===== src/rtl/pif_neuron_sequencer.sv =====
// pif_neuron_sequencer
//   Timestep controller for a single PIF neuron. Each timestep it takes one
//   input spike vector and walks it bit by bit. For every set bit it issues a
//   weight-memory read. The weights come back MEM_LATENCY cycles later and are
//   streamed to the neuron on weightData. It then strobes updateEnable and
//   captures the neuron's spike.
//
// Ports
//   clk, reset              rising-edge clock, async active-high reset
//   start                   begin an inference (honoured only when idle)
//   spikeIn/Valid/Ready     input spike vector handshake; Ready pulses on consume
//   memEnable/memAddr       weight read strobe and address (= input index)
//   memData                 weight read data, MEM_LATENCY cycles after memEnable
//   weightData              returning weight to the neuron, 0 when nothing returns
//   neuronClear             one-cycle vmem clear at inference start
//   updateEnable            one-cycle neuron update strobe
//   spikeBuffer             neuron spike output
//   spikeOut/spikeOutValid  captured spike and its one-cycle valid pulse
//   timestep                current timestep index
//   busy, done              activity flag and end-of-inference pulse
module pif_neuron_sequencer #(
  parameter int DATA_WIDTH    = 16,
  parameter int NUM_INPUT     = 64,
  parameter int ADDR_WIDTH    = 6,
  parameter int MEM_LATENCY   = 1,
  parameter int NUM_TIMESTEPS = 16,
  parameter int TS_WIDTH      = 8
) (
  input  logic                  clk,
  input  logic                  reset,
  input  logic                  start,
  input  logic [NUM_INPUT-1:0]  spikeIn,
  input  logic                  spikeInValid,
  output logic                  spikeInReady,
  output logic                  memEnable,
  output logic [ADDR_WIDTH-1:0] memAddr,
  input  logic [DATA_WIDTH-1:0] memData,
  output logic [DATA_WIDTH-1:0] weightData,
  output logic                  neuronClear,
  output logic                  updateEnable,
  input  logic                  spikeBuffer,
  output logic                  spikeOut,
  output logic                  spikeOutValid,
  output logic [TS_WIDTH-1:0]   timestep,
  output logic                  busy,
  output logic                  done
);

  localparam int DW = (MEM_LATENCY > 1) ? $clog2(MEM_LATENCY) : 1;

  typedef enum logic [2:0] {
    S_IDLE, S_CLEAR, S_WAIT_IN, S_SCAN, S_DRAIN, S_UPDATE, S_SAMPLE, S_DONE
  } state_t;

  state_t                  state, nxt;
  logic [NUM_INPUT-1:0]    spk_q;
  logic [NUM_INPUT-1:0]    spk_sh;
  logic [ADDR_WIDTH-1:0]   ptr;
  logic [ADDR_WIDTH-1:0]   addr_q;
  logic [DW-1:0]           drain_cnt;
  logic [MEM_LATENCY-1:0]  vld_pipe;
  logic [TS_WIDTH-1:0]     ts_q;
  logic                    spike_q;
  logic                    cur_bit;
  logic                    last_ptr;
  logic                    last_drain;
  logic                    last_ts;

  // Shift rather than index so the pointer width never has to match the vector.
  assign spk_sh     = spk_q >> ptr;
  assign cur_bit    = spk_sh[0];
  assign last_ptr   = (ptr == ADDR_WIDTH'(NUM_INPUT - 1));
  assign last_drain = (drain_cnt == DW'(MEM_LATENCY - 1));
  assign last_ts    = (ts_q == TS_WIDTH'(NUM_TIMESTEPS - 1));

  always_comb begin
    nxt           = state;
    spikeInReady  = 1'b0;
    memEnable     = 1'b0;
    neuronClear   = 1'b0;
    updateEnable  = 1'b0;
    spikeOutValid = 1'b0;
    done          = 1'b0;
    case (state)
      S_IDLE:    if (start) nxt = S_CLEAR;
      S_CLEAR: begin
        neuronClear = 1'b1;
        nxt         = S_WAIT_IN;
      end
      S_WAIT_IN: if (spikeInValid) begin
        spikeInReady = 1'b1;
        nxt          = S_SCAN;
      end
      S_SCAN: begin
        memEnable = cur_bit;
        if (last_ptr) nxt = S_DRAIN;
      end
      S_DRAIN:   if (last_drain) nxt = S_UPDATE;
      S_UPDATE: begin
        updateEnable = 1'b1;
        nxt          = S_SAMPLE;
      end
      S_SAMPLE: begin
        spikeOutValid = 1'b1;
        nxt           = last_ts ? S_DONE : S_WAIT_IN;
      end
      S_DONE: begin
        done = 1'b1;
        nxt  = S_IDLE;
      end
      default:   nxt = S_IDLE;
    endcase
  end

  always_ff @(posedge clk or posedge reset) begin
    if (reset) begin
      state     <= S_IDLE;
      spk_q     <= '0;
      ptr       <= '0;
      addr_q    <= '0;
      drain_cnt <= '0;
      vld_pipe  <= '0;
      ts_q      <= '0;
      spike_q   <= 1'b0;
    end else begin
      state <= nxt;
      // Read-return tracker runs in every state so late returns land in DRAIN.
      vld_pipe[0] <= memEnable;
      for (int i = 1; i < MEM_LATENCY; i++) vld_pipe[i] <= vld_pipe[i-1];
      case (state)
        S_CLEAR: begin
          ts_q    <= '0;
          spike_q <= 1'b0;
        end
        S_WAIT_IN: if (spikeInValid) begin
          spk_q <= spikeIn;
          ptr   <= '0;
        end
        S_SCAN: begin
          ptr       <= ptr + 1'b1;
          drain_cnt <= '0;
          if (memEnable) addr_q <= ptr;
        end
        S_DRAIN: drain_cnt <= drain_cnt + 1'b1;
        S_SAMPLE: begin
          spike_q <= spikeBuffer;
          if (!last_ts) ts_q <= ts_q + 1'b1;
        end
        default: ;
      endcase
    end
  end

  // memAddr shows the live pointer on a read and otherwise holds the last read address.
  assign memAddr    = memEnable ? ptr : addr_q;
  assign weightData = (vld_pipe[MEM_LATENCY-1] && state != S_UPDATE) ? memData : '0;
  // The captured spike is presented in the same cycle as its valid pulse.
  assign spikeOut   = (state == S_SAMPLE) ? spikeBuffer : spike_q;
  assign timestep   = ts_q;
  assign busy       = (state != S_IDLE);

endmodule


===== config.mk =====
export PLATFORM = sky130hd
export DESIGN_NAME = pif_neuron_sequencer
export DESIGN_NICKNAME = d
export VERILOG_FILES = /design/src/rtl/pif_neuron_sequencer.sv
export SDC_FILE = /design/constraint.sdc
export NUM_CORES = 1
export LEC_CHECK = 0
export BUFFER_PORTS_ARGS = -buffer_cell sky130_fd_sc_hd__buf_2
export CAP_MARGIN = 25
export CELL_PAD_IN_SITES_DETAIL_PLACEMENT = 1
export CELL_PAD_IN_SITES_GLOBAL_PLACEMENT = 1
export CORE_MARGIN = 2
export CORE_UTILIZATION = 39
export CTS_BUF_LIST = sky130_fd_sc_hd__clkbuf_8
export DETAILED_ROUTE_END_ITERATION = 8
export GPL_ROUTABILITY_DRIVEN = 0
export PLACE_DENSITY = 0.76
export SLEW_MARGIN = 10
export SYNTH_ARGS = -nofsm -noshare
export SYNTH_HDL_FRONTEND = slang
export SYNTH_SLANG_ARGS = --single-unit

===== constraint.sdc =====
create_clock -name clk -period 3.73 [get_ports clk]
set_input_delay 0.1865 -clock clk [delete_from_list [all_inputs] [get_ports clk]]
set_output_delay 0.1865 -clock clk [all_outputs]
set_load 0.01 [all_outputs]

==> results.txt <==
The logs give 3,180 for the overall via count from detail_route and 0.005356 mm² for the post-route standard cell area excluding fillers. The run gives 0 as the number of antenna repair diodes. Broken down by cell family, the worst path's largest delay share belongs to simple AND/OR/NAND/NOR gates.

Summing the areas of all fa, ha and maj instances in the mapped netlist gives 0.5613% of the synthesized area. Traced cell by cell, the critical path runs through buf_4 -> mux4_1 -> mux2i_1 -> a22o_1 -> or4_4 -> nand2_2 -> mux2_4 -> buf_2. When the netlist entered floorplanning its net count stood at 438. Data on the critical path arrives at its endpoint at 3250 ps. The run finished with clean final reports. In this run the power density over the cells is 761.4 mW/mm².

Summed over all layers, the global routing overflow is 0. Yosys mapped the design onto 40 distinct sky130hd cell types. The die covers 0.01230 mm². The die is 110.9 µm wide. The number of cells traversed by the worst hold path works out to 2. TritonCTS built the clock tree. The pin count of the biggest net entering global routing was 68. The tools report the total of max-cap violations as 0.

In the final routing, the length of wire on met1 measures 4486 µm. The capture point of the worst path is memAddr[2]. Startpoint of the worst register-to-register path: ptr[1]$_DFFE_PP0P_. Power comes to 4.078 mW. The final count of negative-setup-slack endpoints was 0; the number of enable-type register cells in the synthesized netlist was 0. The initial core utilization is 39.55%, and the mean cell area of the mapped netlist is 12.70 µm². The minimum clock period is 3434 ps. Number of DRC markers in iteration 0: 95. The first-pass detailed-route iteration total is 4, and the clock tree skew after final layout is 8.671 ps. The post-synthesis share of cell area spent on xor and xnor gates was 1.179%. Counting buffers and inverters, the worst setup path is 8 cells deep. Across all register-to-register paths, the minimum setup slack is 830 ps. The worst-path maximum fanout works out to 20.

The run gives 351 as the synthesized netlist cell count. Critical path's slowest cell: sky130_fd_sc_hd__dfrtp_2. The synthesized netlist devotes 4.912% of its cell area to compound gates. The final hold violation count is 0.

By startpoint and endpoint, the worst setup path is classified as register to output pin. For the number of hold-repair buffers added at the cts stage, the log shows 1. In the synthesized netlist, mux cells make up 28.74% of the area.

The number of I/O port buffers came out at 122. The post-CTS clock slew at the launch and capture registers of the worst setup and hold paths is 90 ps, and the routed wire length is 10,390 µm. The cell sitting at the root of the clock tree is a sky130_fd_sc_hd__clkbuf_8. The area of all sequential standard cells was 0.002253 mm².

Topmost layer with routed signal wires: met4. Dominant combinational cell family by area after synthesis: multiplexers. The post-route netlist has 48.20% of its cells at a drive strength greater than 1.

Critical path startpoint: ptr[1]$_DFFE_PP0P_. The first global-routing pass estimated 17,290 µm of wire. For this run, the post-layout net count is 555. The number of setup buffers added after CTS is 0. Predominant post-synthesis flop cell: sky130_fd_sc_hd__dfrtp_1. In this run the cell area measured after placement is 0.005160 mm².

Setup repair after global routing left no endpoint under its margin. The multi-input combinational cells in the finished layout cover a total of 0.002054 mm². Of the total synthesized cell area, the portion taken by AND, OR, NAND and NOR gates is 10.58%.

Summed over all nets, the half-perimeter wirelength after detailed placement is 7779 µm. The die is 110.9 µm tall. After detailed routing, the met2 layer carries 5194 µm of wire. The highest ir drop seen on vdd is 0.3088 mV, and the stage delay of the slowest cell on the critical path is 720 ps. The fraction of the cycle the final worst path needs was 92.06%; the total number of yosys warnings was 0. The maximum level of the CTS H-tree was 3; the number of register bits inferred by synthesis was 90. The average via count per standard cell was 5.162. The static leakage is 2.587 nW. The via count of the first global-routing pass was 3,389; the core footprint was 0.01127 mm². The synthesized netlist occupies a cell area of 0.004458 mm². Wire segments on met3 add up to 586 µm in the final route. For the total I/O pin count, the log shows 123.

The tightest min-delay check is of the primary input to register type. The run gives 360 ps as the clock latency on the worst-skew pair. The nature of the critical path endpoint was an output pin. For this run, the top clock speed supported by timing is 291.2 MHz. Post-CTS repair changed the size of 0 cells. The clock net in this run drives a total of 90 sinks.

For this run, the total global-route usage over all layers was measured as 17.58%. The remaining max-slew budget at the tightest pin came out at 44.21%. The number of cells traversed by the worst register-to-register path was 7; the summed negative setup slack over all endpoints was 0 ps. At the worst endpoint, the required time is 3540 ps. For the final-layout fill cell count, the log shows 1,250.

The average routed wire per standard cell works out to 16.87 µm. The number of buffers and inverters on the critical path is 2. The tools report the launching element type of the critical path as a register. The async set-or-reset flop fraction in the synthesized netlist is 100.0%, and the number of rows in the core area is 39. Part of the Yosys area used for sequential elements: 50.52%. The clock passes through at most 2 buffers. Number of antenna violations at the first check in global routing: 0.

The post-detailed-route count of antenna-violating nets is 0, and the TritonCTS buffer count is 9. Relative to the synthesized area, the layout overhead comes to 20.15%. For the final number of max-transition violations, the log shows 0.

The endpoint identified for the worst register-to-register timing path is addr_q[4]$_DFFE_PP0P_. At the pin with the least slew margin, the transition time is 836.8 ps. Total DRC errors in the routed layout: 0.
## power by group
part / total, mW / internal [mW] / switching [mW]
registers: 1.76 / 1.40 / 0.362
clock network: 0.616 / 0.275 / 0.341
logic: 1.70 / 1.01 / 0.698
total: 4.08 / 2.68 / 1.40
## synth_stat cells (3+ instances only)
cell type	n	area (µm²)
sky130_fd_sc_hd__a21oi_1	6	30.03
sky130_fd_sc_hd__a22o_1	5	43.79
sky130_fd_sc_hd__a22oi_1	7	52.55
sky130_fd_sc_hd__and2_1	17	106.4
sky130_fd_sc_hd__and3_1	5	31.28
sky130_fd_sc_hd__buf_1	3	11.26
sky130_fd_sc_hd__buf_12	3	60.06
sky130_fd_sc_hd__clkbuf_1	12	45.04
sky130_fd_sc_hd__dfrtp_1	90	2252
sky130_fd_sc_hd__mux2_2	66	743.2
sky130_fd_sc_hd__mux2_4	9	135.1
sky130_fd_sc_hd__mux2i_1	26	260.3
sky130_fd_sc_hd__mux4_2	4	90.09
sky130_fd_sc_hd__nand2_1	16	60.06
sky130_fd_sc_hd__nand3_1	5	25.02
sky130_fd_sc_hd__nand3b_1	4	30.03
sky130_fd_sc_hd__nand4_1	3	18.77
sky130_fd_sc_hd__nor2_1	20	75.07
sky130_fd_sc_hd__nor2b_1	6	37.54
sky130_fd_sc_hd__o21ai_0	14	70.07
sky130_fd_sc_hd__xor2_1	5	43.79
## layout make-up
type	count	area share, %
multi-input combinational	237	38.36
clock buffer	11	2.826
clock inverter	5	0.5606
inverter	1	0.09344
sequential	90	42.07
timing repair buffer	129	12.75
tap	143	3.340
## layout by cell type, fill, tap and decap left out, drive strengths merged, types with 7 or more instances in the layout
cell and n:
buf 127, dfrtp 90, mux2 75, mux2i 26
nor2 20, and2 17, nand2 17, o21ai 14
clkbuf 12, a22oi 7
## layer usage
layer	GRT usage, %	vias up
met2	30.67	93
met1	21.50	1591
met5	0	-
li1	-	1485
met4	5.250	0
met3	4.483	11
## state kept, by name (all words and copies together), names as in the netlist
signal,flops
state,3
addr_q,6
ptr,6
spike_q,1
drain_cnt,1
spk_q,64
timestep,8
vld_pipe,1
## worst reg2reg max path, delay by kind of cell, from the launching register on
family	cells	cell delay (ps)
AOI/OAI and AO/OA	1	210
buffers and inverters	1	370
DFF	1	720
muxes	3	740
and+or+nand+nor	2	740
## how the worst min path moves through the flow
| stage | from | to | slack, ps |
|---|---|---|---|
| floorplan | spikeIn[37] | spk_q[37]$_DFFE_PP0P_ | 340 |
| global placement | spikeIn[10] | spk_q[10]$_DFFE_PP0P_ | 420 |
| detailed placement | reset | spike_q$_DFFE_PP0P_ | 150 |
| CTS | spikeIn[37] | spk_q[37]$_DFFE_PP0P_ | 40 |
| global route | spikeIn[21] | spk_q[21]$_DFFE_PP0P_ | 30 |
| finish | spikeIn[21] | spk_q[21]$_DFFE_PP0P_ | 50 |
## cells by family after synthesis
family                     Yosys count
muxes                              107
DFF                                 90
and+or+nand+nor                     87
AOI/OAI and AO/OA                   35
buffers and inverters               24
xor gates and xnor gates             6
adders and majority gates            2
## metrics by stage
| stage | utilization [%] | setup slack [ps] | instances | hold WS, ps |
|---|---|---|---|---|
| 2_1_floorplan | - | 1208 | 351 | 338.2 |
| 3_3_place_gp | 45.53 | 756.5 | 597 | 417.4 |
| 3_5_place_dp | 45.78 | 653.9 | 598 | 145.5 |
| 4_1_cts | 47.47 | 251.5 | 615 | 35.62 |
| 5_1_grt | 47.52 | 113.1 | 616 | 29.76 |
| 6_report | 47.52 | 296.3 | 616 | 49.17 |
Power figures use the tool's default switching activity.
